`config.mk`:
```
export PLATFORM = sky130hd
export DESIGN_NAME = fixed_point_multiplier
export DESIGN_NICKNAME = d
export VERILOG_FILES = /design/src/rtl/fixed_point_multiplier.sv
export SDC_FILE = /design/constraint.sdc
export NUM_CORES = 1
export LEC_CHECK = 0
export CAP_MARGIN = 10
export CELL_PAD_IN_SITES_DETAIL_PLACEMENT = 2
export CELL_PAD_IN_SITES_GLOBAL_PLACEMENT = 2
export CORE_MARGIN = 2
export CORE_UTILIZATION = 25
export CTS_BUF_LIST = sky130_fd_sc_hd__clkbuf_8
export CTS_CLUSTER_SIZE = 14
export DETAILED_ROUTE_END_ITERATION = 8
export GPL_ROUTABILITY_DRIVEN = 0
export PLACE_DENSITY_LB_ADDON = 0.1
export SLEW_MARGIN = 30
export SYNTH_ARGS = -nofsm -noshare
export SYNTH_HDL_FRONTEND = slang
export SYNTH_SLANG_ARGS = --single-unit
```
`constraint.sdc`:
```
create_clock -name clk -period 3.2 [get_ports clk]
set_clock_uncertainty 0.1 [all_clocks]
set_input_delay 0.96 -clock clk [delete_from_list [all_inputs] [get_ports clk]]
set_output_delay 0.96 -clock clk [all_outputs]
set_load 0.01 [all_outputs]
```
`src/rtl/fixed_point_multiplier.sv`:
```
`default_nettype none
// ============================================================================
//  Module   : fixed_point_multiplier
//  Brief    : Sequential shift-add unsigned Qm.f multiplier. It takes one
//             partial-product step per clock and saturates on overflow. It
//             uses the same start/busy/valid/ovf handshake as the fixed-point
//             divider.
//  Options  : MUL_ROUND_EN - when defined, rounds half-up when scaling the
//             result. When undefined, the result is truncated.
//  Revision : 1.0 - initial release
// ============================================================================
module fixed_point_multiplier #(
    parameter int WIDTH = 10,
    parameter int FRAC  = 6
) (
    input  logic             clk,
    input  logic             rst,     // asynchronous, active-low
    input  logic             start,
    input  logic [WIDTH-1:0] A,
    input  logic [WIDTH-1:0] B,
    output logic [WIDTH-1:0] Q,
    output logic             busy,
    output logic             valid,
    output logic             ovf
);

    // Step counter must reach WIDTH-1; one spare bit keeps it
    // unambiguous even when WIDTH is a power of two.
    localparam int                  c_CNT_W = $clog2(WIDTH) + 1;
    localparam int                  c_ACC_W = 2 * WIDTH;
    localparam logic [c_CNT_W-1:0]  c_LAST  = c_CNT_W'(WIDTH - 1);

    typedef enum logic [1:0] {
        S_IDLE = 2'd0,
        S_CALC = 2'd1,
        S_DONE = 2'd2
    } state_t;

    state_t               r_state;
    state_t               w_state_next;

    logic [c_ACC_W-1:0]   r_mcand;    // multiplicand, shifted left each step
    logic [WIDTH-1:0]     r_mplier;   // multiplier, shifted right each step
    logic [c_ACC_W-1:0]   r_acc;      // full-precision product
    logic [c_CNT_W-1:0]   r_cnt;

    logic [WIDTH-1:0]     r_q;
    logic                 r_ovf;
    logic                 r_valid;
    logic                 r_busy;

    logic                 w_accept;
    logic [c_ACC_W:0]     w_sum;      // one extra bit absorbs a rounding carry
    logic [c_ACC_W:0]     w_scaled;
    logic                 w_over;
    logic [WIDTH-1:0]     w_q_next;

    assign w_accept = (r_state == S_IDLE) && start;

    // Add half an LSB of the output format before dropping the fractional
    // bits when rounding is enabled. Otherwise the product is truncated.
`ifdef MUL_ROUND_EN
    localparam logic [c_ACC_W:0] c_ROUND_HALF = (c_ACC_W + 1)'(1) << (FRAC - 1);
    assign w_sum = {1'b0, r_acc} + c_ROUND_HALF;
`else
    assign w_sum = {1'b0, r_acc};
`endif

    assign w_scaled = w_sum >> FRAC;
    assign w_over   = |w_scaled[c_ACC_W:WIDTH];
    assign w_q_next = w_over ? {WIDTH{1'b1}} : w_scaled[WIDTH-1:0];

    // State register
    always_ff @(posedge clk or negedge rst) begin
        if (!rst) begin
            r_state <= S_IDLE;
        end else begin
            r_state <= w_state_next;
        end
    end

    // Next-state logic: WIDTH steps in CALC, then one cycle in DONE
    always_comb begin
        w_state_next = r_state;
        case (r_state)
            S_IDLE:  if (start)           w_state_next = S_CALC;
            S_CALC:  if (r_cnt == c_LAST) w_state_next = S_DONE;
            S_DONE:                       w_state_next = S_IDLE;
            default:                      w_state_next = S_IDLE;
        endcase
    end

    // Shift-add datapath: capture operands on accept, one partial product per CALC cycle
    always_ff @(posedge clk or negedge rst) begin
        if (!rst) begin
            r_mcand  <= '0;
            r_mplier <= '0;
            r_acc    <= '0;
            r_cnt    <= '0;
        end else if (w_accept) begin
            r_mcand  <= {{WIDTH{1'b0}}, A};
            r_mplier <= B;
            r_acc    <= '0;
            r_cnt    <= '0;
        end else if (r_state == S_CALC) begin
            if (r_mplier[0]) begin
                r_acc <= r_acc + r_mcand;
            end
            r_mcand  <= r_mcand << 1;
            r_mplier <= r_mplier >> 1;
            r_cnt    <= r_cnt + 1'b1;
        end
    end

    // Handshake and result registers. busy lags the CALC state by one cycle,
    // so it covers the WIDTH cycles that end on the edge entering DONE.
    always_ff @(posedge clk or negedge rst) begin
        if (!rst) begin
            r_q     <= '0;
            r_ovf   <= 1'b0;
            r_valid <= 1'b0;
            r_busy  <= 1'b0;
        end else begin
            r_busy  <= (r_state == S_CALC);
            r_valid <= (r_state == S_DONE);
            if (r_state == S_DONE) begin
                r_q   <= w_q_next;
                r_ovf <= w_over;
            end
        end
    end

    assign Q     = r_q;
    assign ovf   = r_ovf;
    assign valid = r_valid;
    assign busy  = r_busy;

endmodule
`default_nettype wire

```
### Word level (Yosys, flattened, before mapping)

Cells that the tools add are included.

| storage, ports and cells | value |
|---|---|
| register bits | 70 |
| input bits | 23 |
| output and inout bits | 13 |
| logic and storage cells | 36 |

| cells by class | value |
|---|---|
| $add $sub $neg | 2 |
| eq/ne operators | 5 |
| muxes and demuxes | 13 |
| reductions and logical operators | 7 |

Operators with widths:

| operator | number |
|---|---|
| 20-bit two-way mux | 5 |
| 10-bit two-way mux | 3 |
| 20-bit adder | 1 |
| 5-bit two-way mux | 2 |
| 5-bit by 1-bit adder with 5-bit output (second input constant) | 1 |
| 5-bit by 4-bit == test with 1-bit output (second input constant) | 1 |
| 2-bit two-way mux | 2 |
| 2-bit inequality test (second input constant) | 2 |
| 2-bit case mux with 2 select lines | 1 |
| 2-bit AND reduction | 2 |
| 2-bit nonzero test | 2 |
| 4-bit OR reduction | 1 |
| 2-bit by 1-bit == test with 1-bit output (second input constant) | 1 |
| 2-bit == test (second input constant) | 1 |
| 2-bit logical NOT | 1 |
| 1-bit logical AND | 1 |

### Longest topological paths before layout

Gate-level depths: netlist of the first run.

| depth | value |
|---|---|
| word-level depth | 4 |
| gate-level depth with buffers | 10 |
| depth with buffers taken out | 10 |

### Worst setup path before layout of the first run

OpenSTA, ideal clock, no wires.

| path | value |
|---|---|
| kind | register to register |
| start point | register r_mcand[1] |
| end point | register r_acc[19] |
| setup time | 0.079 ns |
| data arrival time | 2.177 ns |
| required time | 3.021 ns |
| setup slack | 0.843 ns |
| stages on the path, launching flop included | 9 |
| path buffers | 0 |
| path through | dfrtp_1 ha_1 a211o_1 a211oi_2 nor2_1 a221o_2 a21oi_2 mux2i_1 mux2i_1 |

| on the way | value |
|---|---|
| cells in the longest elaborated chain, start to end | 4 |

Ends and longest elaborated chain:

| element | line | RTL |
|---|---|---|
| from (decl) | 42 | `logic [c_ACC_W-1:0] r_mcand;` |
| from (signal assigned) | 101 | `r_mcand <= {{WIDTH{1'b0}}, A};` |
| from (signal assigned) | 109 | `r_mcand <= r_mcand << 1;` |
| 20-bit adder | 107 | `r_acc <= r_acc + r_mcand;` |
| 20-bit two-way mux | 106 | `if (r_mplier[0]) begin` |
| 20-bit two-way mux | 105 | `end else if (r_state == S_CALC) begin` |
| 20-bit two-way mux | 100 | `end else if (w_accept) begin` |
| to (signal assigned) | 107 |  |
| to (decl) | 44 | `logic [c_ACC_W-1:0] r_acc;` |

No other way between the ends. The select of a mux whose other input is x is not followed.
A chain may end at the register's enable or synchronous reset.

### Worst setup path after layout of the first run

| path | value |
|---|---|
| start point | register r_mcand[0] |
| end point | register r_acc[18] |

The elaborated chain is that of the path after synthesis.

==> flow_metrics.tcl, run 1 <==
set metrics [dict create \
    status "completed" \
    grt_pass1_wl_um 19000 \
    io_pins 36 \
    hold_start "r_mplier[1]$_DFFE_PN0P_" \
    die_y_um 126 \
    max_freq_mhz 383 \
    fp-row-count 44 \
    wire_per_inst_um 17.2 \
    hold_viol 0 \
    die_x_um 126 \
    die_area_sq_um 15800 \
    synth_area_leaders "dfrtp_1 47%, nand2_1 11%, ha_1 7.1%" \
    antenna_found_initial 0 \
    root_buffer "clkbuf_8" \
    r2r-start "r_mcand[0]$_DFFE_PN0P_" \
    layout_common_cells "109 x nand2_1, 70 x dfrtp_1, 34 x clkdlybuf4s50_1, 21 x ha_1, 20 x o21ai_0" \
    ys.flop_type "dfrtp_1" \
    cts_tree "yes" \
    yosysSeqAreaShare_pct 47.2 \
    min_period_ps 2610 \
    fin_hold_ws_ps 387 \
    endpoint_kind "flop" \
    place_area_sq_um 4320 \
    start_util_pct 25.5 \
    grt_overflow 0 \
    area_growth_pct 22.9 \
    slew_headroom_pct 71.5 \
    cts_setup_buffers 0 \
    drive_gt1_share_pct 9.01 \
    maxCapViolCount 0 \
    fin_area_sq_um 4560 \
    grt_pass1_vias 3524 \
    crit_type "flop to flop" \
    synth-seq-cells 70 \
    routed_wl_um 11000 \
    via_per_inst 4.91 \
    grt_max_degree 46 \
    path_max_fanout 5 \
    cts_sinks 70 \
    stdcell_count 639 \
    clk_pin_slew_ps 80 \
    rsz0062_at_grt "no" \
    fin_nets 495 \
    netlist_instances 409 \
    cts_buffer_depth 2 \
    ir_drop_v 0.000309 \
    p_leak_nw 2.16 \
    setup_viol 0 \
    synth_top_cell_area_share_pct 47.2 \
    cp.arrival_ps 2770 \
    antenna_left 0 \
    layout_commonest_cell "nand2_1" \
    io_buffers 35 \
    drt_iter0_markers 52 \
    core_sq_um 14500 \
    synth_top_area_cell "dfrtp_1" \
    hpwl_um 7970 \
    synth-edff-count 0 \
    ys_async_sr_fraction_pct 100 \
    cts_buffers 9 \
    maxSlewViolCount 0 \
    fin_setup_tns_ps 0 \
    worstSkewPairLatency_ps 370 \
    syn_avg_cell_area_sq_um 9.06 \
    min_period_over_period_pct 81.5 \
    synth_cell_types 50 \
    syn_area_sq_um 3710 \
    grt_usage_pct 15.1 \
    post-route-util_pct 31.4 \
    cts_htree_levels 3 \
    worstHoldPathType "flop to flop" \
    diodes 0 \
    cp-start-kind "flop" \
    critPathLaunch "r_mcand[0]$_DFFE_PN0P_" \
    cts_resized 0 \
    ys_warn_count 0 \
    ctsHoldBuffers 0 \
    synth_nets 454 \
    tightestPinTransition_ps 427 \
    vias 3136 \
    firstDrtPassIters 5 \
    drc 0 \
    worst-endpoint-required_ps 3360 \
    powerDensity_nw_per_um2 1020 \
    dp_cells 623 \
]
==> area by class of cell <==
cell class	instances	area, sq um
Clock inverter	4	68.8
Tap cell	184	230
Clock buffer	12	165
Timing Repair Buffer	48	458
Sequential cell	70	1750
Inverter	9	33.8
Multi-Input combinational cell	312	1850
Fill cell	1664	9980
==> worst max-delay path, cell delays in order (launching register included) <==
cell and delay, ps:
dfrtp_1 390, ha_1 220, inv_1 70, fa_1 380, nor2b_1 160, o21a_1 150, o21a_1 210, o31a_1 220
o211ai_1 140, a21o_1 200, a32o_1 250
==> path summary, 6_finish.rpt <==
| path | endpoint | cells past startpoint | slack [ps] |
|---|---|---|---|
| worst min-delay path | r_mplier[1]$_DFFE_PN0P_ | 2 | 390 |
| min in group asynchronous | Q[8]$_DFFE_PN0P_ | 1 | 430 |
| worst min register to register | r_mplier[1]$_DFFE_PN0P_ | 2 | 390 |
| worst max register to register | r_acc[18]$_DFFE_PN0P_ | 10 | 590 |
| worst max-delay path | r_acc[18]$_DFFE_PN0P_ | 10 | 590 |
| max in group asynchronous | r_acc[3]$_DFFE_PN0P_ | 2 | 1980 |
==> report_power, final <==
part,leakage [nW],internal [mW],switching (mW)
registers,0.867,1.26,0.298
clock network,0.124,0.499,0.350
logic,1.17,0.945,1.29
total,2.16,2.71,1.94
==> registers in the layout, summed over array words and instances (netlist names) <==
name,flops
busy,1
r_acc,20
ovf,1
r_mplier,10
valid,1
r_state,2
r_cnt,5
r_mcand,20
Q,10
==> per-layer routing <==
| metal | vias up | global-route usage [%] | wire [um] |
|---|---|---|---|
| met2 | 41 | 25.7 | 5340 |
| met3 | 9 | 3.40 | 335 |
| met1 | 1581 | 19.3 | 5150 |
| met5 | - | 0 | 0 |
| li1 | 1505 | - | - |
| met4 | 0 | 4.65 | 163 |
==> logic make-up (layout without fill, tap and decap cells) <==
group | Yosys count | in the layout | share of synthesized area, %
AO/OA/AOI/OAI | 107 | 107 | 18.9
XOR/XNOR | 12 | 12 | 2.83
adder cells (fa/ha/maj) | 22 | 22 | 7.63
buffers and inverters | 27 | 73 | 3.07
flip-flops | 70 | 70 | 47.2
multiplexers | 2 | 2 | 0.540
AND/OR/NAND/NOR | 169 | 169 | 19.8
==> metrics by stage <==
| stage | power, mW | worst slack (ps) |
|---|---|---|
| 3_3_place_gp | 3.78 | 689 |
| 6_report | 4.65 | 592 |
| 2_1_floorplan | 3.04 | 843 |
| 4_1_cts | 4.76 | 568 |
| 5_1_grt | 5.12 | 345 |
| 3_5_place_dp | 3.87 | 589 |
==> cell usage after synthesis (2+ instances only) <==
cell      instances
nand2_1         109
dfrtp_1          70
ha_1             21
o21ai_0          20
a22oi_1          17
nand3_1          16
o21ai_1          16
clkbuf_1         15
nor2_1           15
a21oi_1          13
a21o_1           11
inv_1             8
xor2_1            8
nor3_1            5
o31ai_1           5
o21a_1            4
xnor2_1           4
a31oi_1           3
and2_1            3
and3_1            3
and3_2            3
nand2b_1          3
nand4_1           3
nor2b_1           3
o21bai_1          3
buf_2             2
mux2i_1           2
nor3b_1           2
Power figures use the tool's default switching activity.
==> run 2, diff against run 1 <==
==> constraint.sdc (replaced) <==
create_clock -name clk -period 2.1 [get_ports clk]
set_clock_uncertainty 0.1 [all_clocks]
set_input_delay 0.63 -clock clk [delete_from_list [all_inputs] [get_ports clk]]
set_output_delay 0.63 -clock clk [all_outputs]
set_load 0.01 [all_outputs]
==> run 2 against run 1 <==
The run now ends with negative setup slack left. Clock power increased by 46%. First-iteration DRC count is 12% higher. Non-clock buffer count rose by 80. Maximum frequency increased by 3.1%. Core utilization up 5.5 points. Sequential share of layout area down 5.7 points. Global-route usage up 0.55 points. Worst setup slack lost 1000 ps. Flip-flop and latch count unchanged. Die area is the same. Hold slack worse by 290 ps. Highest routed layer unchanged.
==> flow_metrics.tcl, run 2 (synthesized netlist as in run 1, its figures left out) <==
set metrics [dict create \
    status "finished with violations" \
    violations "negative setup slack" \
    grt_pass1_wl_um 19900 \
    drc 0 \
    start_util_pct 25.5 \
    cts_sinks 70 \
    fin_nets 575 \
    cts_buffers 9 \
    cpPeakStageDelay_ps 390 \
    layout_commonest_cell "nand2_1" \
    maxCapViolCount 0 \
    grt_usage_pct 15.7 \
    wire_per_inst_um 16.4 \
    powerDensity_nw_per_um2 1580 \
    antenna_left 0 \
    worst-endpoint-required_ps 2250 \
    fin_area_sq_um 5350 \
    min_period_ps 2530 \
    antenna_found_initial 0 \
    worstHoldPathType "input port to asynchronous set/reset pin" \
    cts_buffer_depth 2 \
    post-route-util_pct 36.8 \
    grt_max_degree 38 \
    area_growth_pct 44.3 \
    path_max_fanout 4 \
    layout_setup_ws_ps -429 \
    stdcell_count 719 \
    core_sq_um 14500 \
    regArea_sq_um 1750 \
    die_x_um 126 \
    ctsHoldBuffers 0 \
    clk_pin_slew_ps 80 \
    max_freq_mhz 395 \
    fp-row-count 44 \
    cp-start-kind "flop" \
    setup_viol 14 \
    drt_iter0_markers 58 \
    diodes 0 \
    via_per_inst 4.77 \
    crit_path_cell_trace "ha_1, o21a_2, a211oi_2, nor2_2, a221o_2, buf_4, a31oi_4, xor2_1, o21ai_1" \
    power_mw 8.45 \
    tightestPinTransition_ps 442 \
    die_y_um 126 \
    grt_overflow 0 \
    r2r.worst_path.cells 9 \
    firstDrtPassIters 4 \
    hpwl_um 8760 \
    ir_drop_v 0.000522 \
    crit_slowest_cell "dfrtp_1" \
    multiInputGateArea_sq_um 2020 \
    cp.arrival_ps 2670 \
    io_buffers 35 \
    cts_tree "yes" \
    layout_common_cells "108 x nand2_1, 88 x buf_4, 70 x dfrtp_1, 34 x clkdlybuf4s50_1" \
    dp_cells 693 \
    top_regs "r_acc (20), r_mcand (20)" \
    die_area_sq_um 15800 \
    root_buffer "clkbuf_8" \
    place_area_sq_um 4900 \
    routed_wl_um 11800 \
    endpoint_kind "flop" \
    slew_headroom_pct 70.6 \
    maxSlewViolCount 0 \
    fillCellCount 1627 \
    grt_pass1_vias 3846 \
    io_pins 36 \
    worstSkewPairLatency_ps 360 \
    place_ws_ps -438 \
    cts_htree_levels 3 \
    crit_type "flop to flop" \
    hold_viol 0 \
    min_period_over_period_pct 120 \
    rsz0062_at_grt "yes" \
    p_leak_nw 2.60 \
    vias 3431 \
    drive_gt1_share_pct 26.5 \
]
## run 2: cell count changes in the layout (fill, tap and decap cells not counted), sizes merged
cell	change
clkbuf	-2
clkinv	+1
buf	+80
inv	+1
## run 2: what timing repair did
action,4_1_cts,5_1_grt
pin swaps,22,15
cloned,0,0
setup endpoints to repair,14,16
setup buffers,9,4
gates resized for setup,23,5
## run 2: worst paths after layout
| check | from | to | slack [ps] |
|---|---|---|---|
| worst max-delay path | r_acc[2]$_DFFE_PN0P_ | r_acc[13]$_DFFE_PN0P_ | -430 |
| worst min-delay path | rst | Q[9]$_DFFE_PN0P_ | 100 |
| worst max register to register | r_acc[2]$_DFFE_PN0P_ | r_acc[13]$_DFFE_PN0P_ | -430 |
| worst min register to register | r_mplier[4]$_DFFE_PN0P_ | r_mplier[4]$_DFFE_PN0P_ | 380 |
| max in group asynchronous | rst | r_mcand[19]$_DFFE_PN0P_ | 1230 |
| min in group clk | r_mplier[4]$_DFFE_PN0P_ | r_mplier[4]$_DFFE_PN0P_ | 380 |
## run 2: critical path: cells and delay by family, from the launching register on
family	cells	cell delay (ps)
adders and majority gates	1	350
DFF	1	390
and+or+nand+nor	1	80
AOI/OAI and AO/OA	5	1130
xor gates and xnor gates	1	200
buffers and inverters	1	160
## run 2: layout make-up
| cell class | instances | area share, % |
|---|---|---|
| repair buffers | 128 | 20.5 |
| clock inverters | 6 | 1.45 |
| clock buffers | 10 | 2.57 |
| flip-flops and latches | 70 | 32.7 |
| inverters | 9 | 0.631 |
| multi-input cells | 312 | 37.8 |
| well taps | 184 | 4.30 |
## run 2: layer usage
metal	GRT usage, %	part of all wire [%]
met4	5.24	1.4
met5	0	0
met3	2.59	2.2
met2	27.8	51
met1	19.4	45
## run 2: power by group
group	internal (mW)	switching, mW
Clock	0.689	0.551
Sequential	1.93	0.396
Combinational	2.41	2.47
Total	5.03	3.42
## run 2: per-stage QoR
| stage | setup TNS (ps) | hold slack [ps] |
|---|---|---|
| after floorplan | -1050 | 234 |
| after global placement | -3860 | 358 |
| after detailed placement | -4830 | 375 |
| after CTS | -4260 | 92.2 |
| after global routing | -5840 | 119 |
| final | -4020 | 97.6 |
==> run 3, diff against run 2 <==
--- a/config.mk
+++ b/config.mk
@@ -15,6 +15,7 @@
 export DETAILED_ROUTE_END_ITERATION = 8
 export GPL_ROUTABILITY_DRIVEN = 0
 export PLACE_DENSITY_LB_ADDON = 0.1
+export RECOVER_POWER = 100
 export SLEW_MARGIN = 30
 export SYNTH_ARGS = -nofsm -noshare
 export SYNTH_HDL_FRONTEND = slang
==> run 3 against run 2 <==
The flow still finishes with violations (negative setup slack). Combinational power decreased by 1%. Hold slack better by 140 ps. Clock power about the same. Critical path depth unchanged.
==> flow_metrics.tcl, run 3 (synthesized netlist as in run 1, its figures left out) <==
set metrics [dict create \
    start_util_pct 25.5 \
    cts_buffer_depth 2 \
    routed_wl_um 11800 \
    drt_iter0_markers 74 \
    vias 3427 \
    layout_commonest_cell "nand2_1" \
    switching_share_pct 40.7 \
    pwr-share-seq_pct 27.7 \
    post-route-util_pct 36.3 \
    worstSkewPairLatency_ps 360 \
    die_x_um 126 \
    io_buffers 35 \
    crit_type "flop to flop" \
    ctsHoldBuffers 0 \
    grt_pass1_wl_um 19900 \
    cpPeakStageDelay_ps 390 \
    max_freq_mhz 395 \
    root_buffer "clkbuf_8" \
    p_leak_nw 2.57 \
    drc 0 \
    grt_overflow 0 \
    cp.arrival_ps 2670 \
    grt_busiest_layer "met2" \
    wire_per_inst_um 16.4 \
    crit_path_cell_trace "ha_1, o21a_2, a211oi_2, nor2_2, a221o_2, buf_4, a31oi_4, xor2_1, o21ai_1" \
    grt.met1_usage_pct 19.4 \
    drive_gt1_share_pct 25.2 \
    layout_setup_ws_ps -429 \
    io_pins 36 \
    die_area_sq_um 15800 \
    maxCapViolCount 0 \
    dp_cells 693 \
    die_y_um 126 \
    cts_sinks 70 \
    setup_viol 14 \
    fin_nets 575 \
    powerDensity_nw_per_um2 1590 \
    fp-row-count 44 \
    layout_common_cells "108 x nand2_1, 77 x buf_4, 70 x dfrtp_1, 31 x clkdlybuf4s50_1" \
    firstDrtPassIters 4 \
    grt_usage_pct 15.7 \
    cts_tree "yes" \
    grt_pass1_vias 3846 \
    min_period_over_period_pct 120 \
    grt_use_met2_pct 27.8 \
    maxSlewViolCount 0 \
    top_regs "r_acc (20), r_mcand (20)" \
    tightestPinTransition_ps 852 \
    hpwl_um 8760 \
    status "finished with violations" \
    cts_htree_levels 3 \
    area_growth_pct 42.5 \
    rsz0062_at_grt "yes" \
    endpoint_kind "flop" \
    cp-start-kind "flop" \
    diodes 0 \
    fillCellCount 1637 \
    clkPwrFrac_pct 14.8 \
    antenna_left 0 \
    combPwrFrac_pct 57.5 \
    violations "negative setup slack" \
    via_per_inst 4.77 \
    antenna_found_initial 0 \
    core_sq_um 14500 \
    ir_drop_v 0.000481 \
    power.internal_mw 4.96 \
    met3_usage_pct 2.59 \
    fin_hold_ws_ps 240 \
    crit_slowest_cell "dfrtp_1" \
    power_switching_mw 3.41 \
    worst-endpoint-required_ps 2250 \
    slew_headroom_pct 43.2 \
    grt_max_degree 38 \
    hold_viol 0 \
    clk_pin_slew_ps 80 \
    worstHoldPathType "input port to asynchronous set/reset pin" \
    stdcell_count 719 \
    cts_buffers 9 \
    min_period_ps 2530 \
    path_max_fanout 4 \
    power_mw 8.37 \
]
run 3: cell types whose count changed in the layout (fill, tap and decap cells not counted), moves of 3 or more:
cell | previous run | this run
buf_4 | 88 | 77
clkbuf_1 | 0 | 6
clkbuf_2 | 0 | 4
clkdlybuf4s50_1 | 34 | 31
dlygate4sd3_1 | 0 | 3
run 3: cell type report:
cell class	instances	area (sq um)	area share (%)
Clock buffer	10	138	2.61
Clock inverter	6	77.6	1.47
Inverter	9	33.8	0.640
Multi-Input combinational cell	312	2020	38.2
Sequential cell	70	1750	33.2
Tap cell	184	230	4.36
Timing Repair Buffer	128	1030	19.6
run 3: repair_timing:
| action | CTS | global route |
|---|---|---|
| endpoints found under the setup margin | 14 | 16 |
| buffers inserted | 9 | 4 |
| pin swaps | 22 | 15 |
| resized for setup | 23 | 5 |
run 3: stage by stage:
step           area, sq um  TNS (ps)  setup WS (ps)
6_report              5280     -4000           -429
5_1_grt               5280     -6600           -575
4_1_cts               5290     -4260           -455
3_5_place_dp          4900     -4830           -438
3_3_place_gp          4900     -3860           -394
2_1_floorplan         3740     -1050           -256
run 3: per-layer routing:
metal	up-vias	part of all wire, %
met5	-	0
li1	1667	-
met3	14	2.2
met2	40	52
met4	0	1.4
met1	1706	45
run 3: worst max-delay path: cells and delay by family (launching register included):
| kind | cells | cell delay [ps] |
|---|---|---|
| AOI/OAI and AO/OA | 5 | 1130 |
| DFF | 1 | 390 |
| adders and majority gates | 1 | 350 |
| xor gates and xnor gates | 1 | 200 |
| buffers and inverters | 1 | 160 |
| and+or+nand+nor | 1 | 80 |
run 3: final timing paths:
kind / start / endpoint / slack [ps] / cells after the start
max in group asynchronous: rst / r_mcand[19]$_DFFE_PN0P_ / 420 / 2
worst max register to register: r_acc[2]$_DFFE_PN0P_ / r_acc[13]$_DFFE_PN0P_ / -430 / 9
worst min register to register: r_mplier[4]$_DFFE_PN0P_ / r_mplier[4]$_DFFE_PN0P_ / 380 / 2
worst max-delay path: r_acc[2]$_DFFE_PN0P_ / r_acc[13]$_DFFE_PN0P_ / -430 / 9
worst min-delay path: rst / Q[9]$_DFFE_PN0P_ / 240 / 1
min in group clk: r_mplier[4]$_DFFE_PN0P_ / r_mplier[4]$_DFFE_PN0P_ / 380 / 2
run 3: power groups by stage:
stage	Combinational (mW)	Sequential, mW	Clock (mW)
floorplan	2.37	2.31	0
global placement	4.33	2.32	0
detailed placement	4.50	2.35	0
CTS	4.83	2.34	1.30
global route	5.38	2.41	1.35
finish	4.81	2.32	1.24
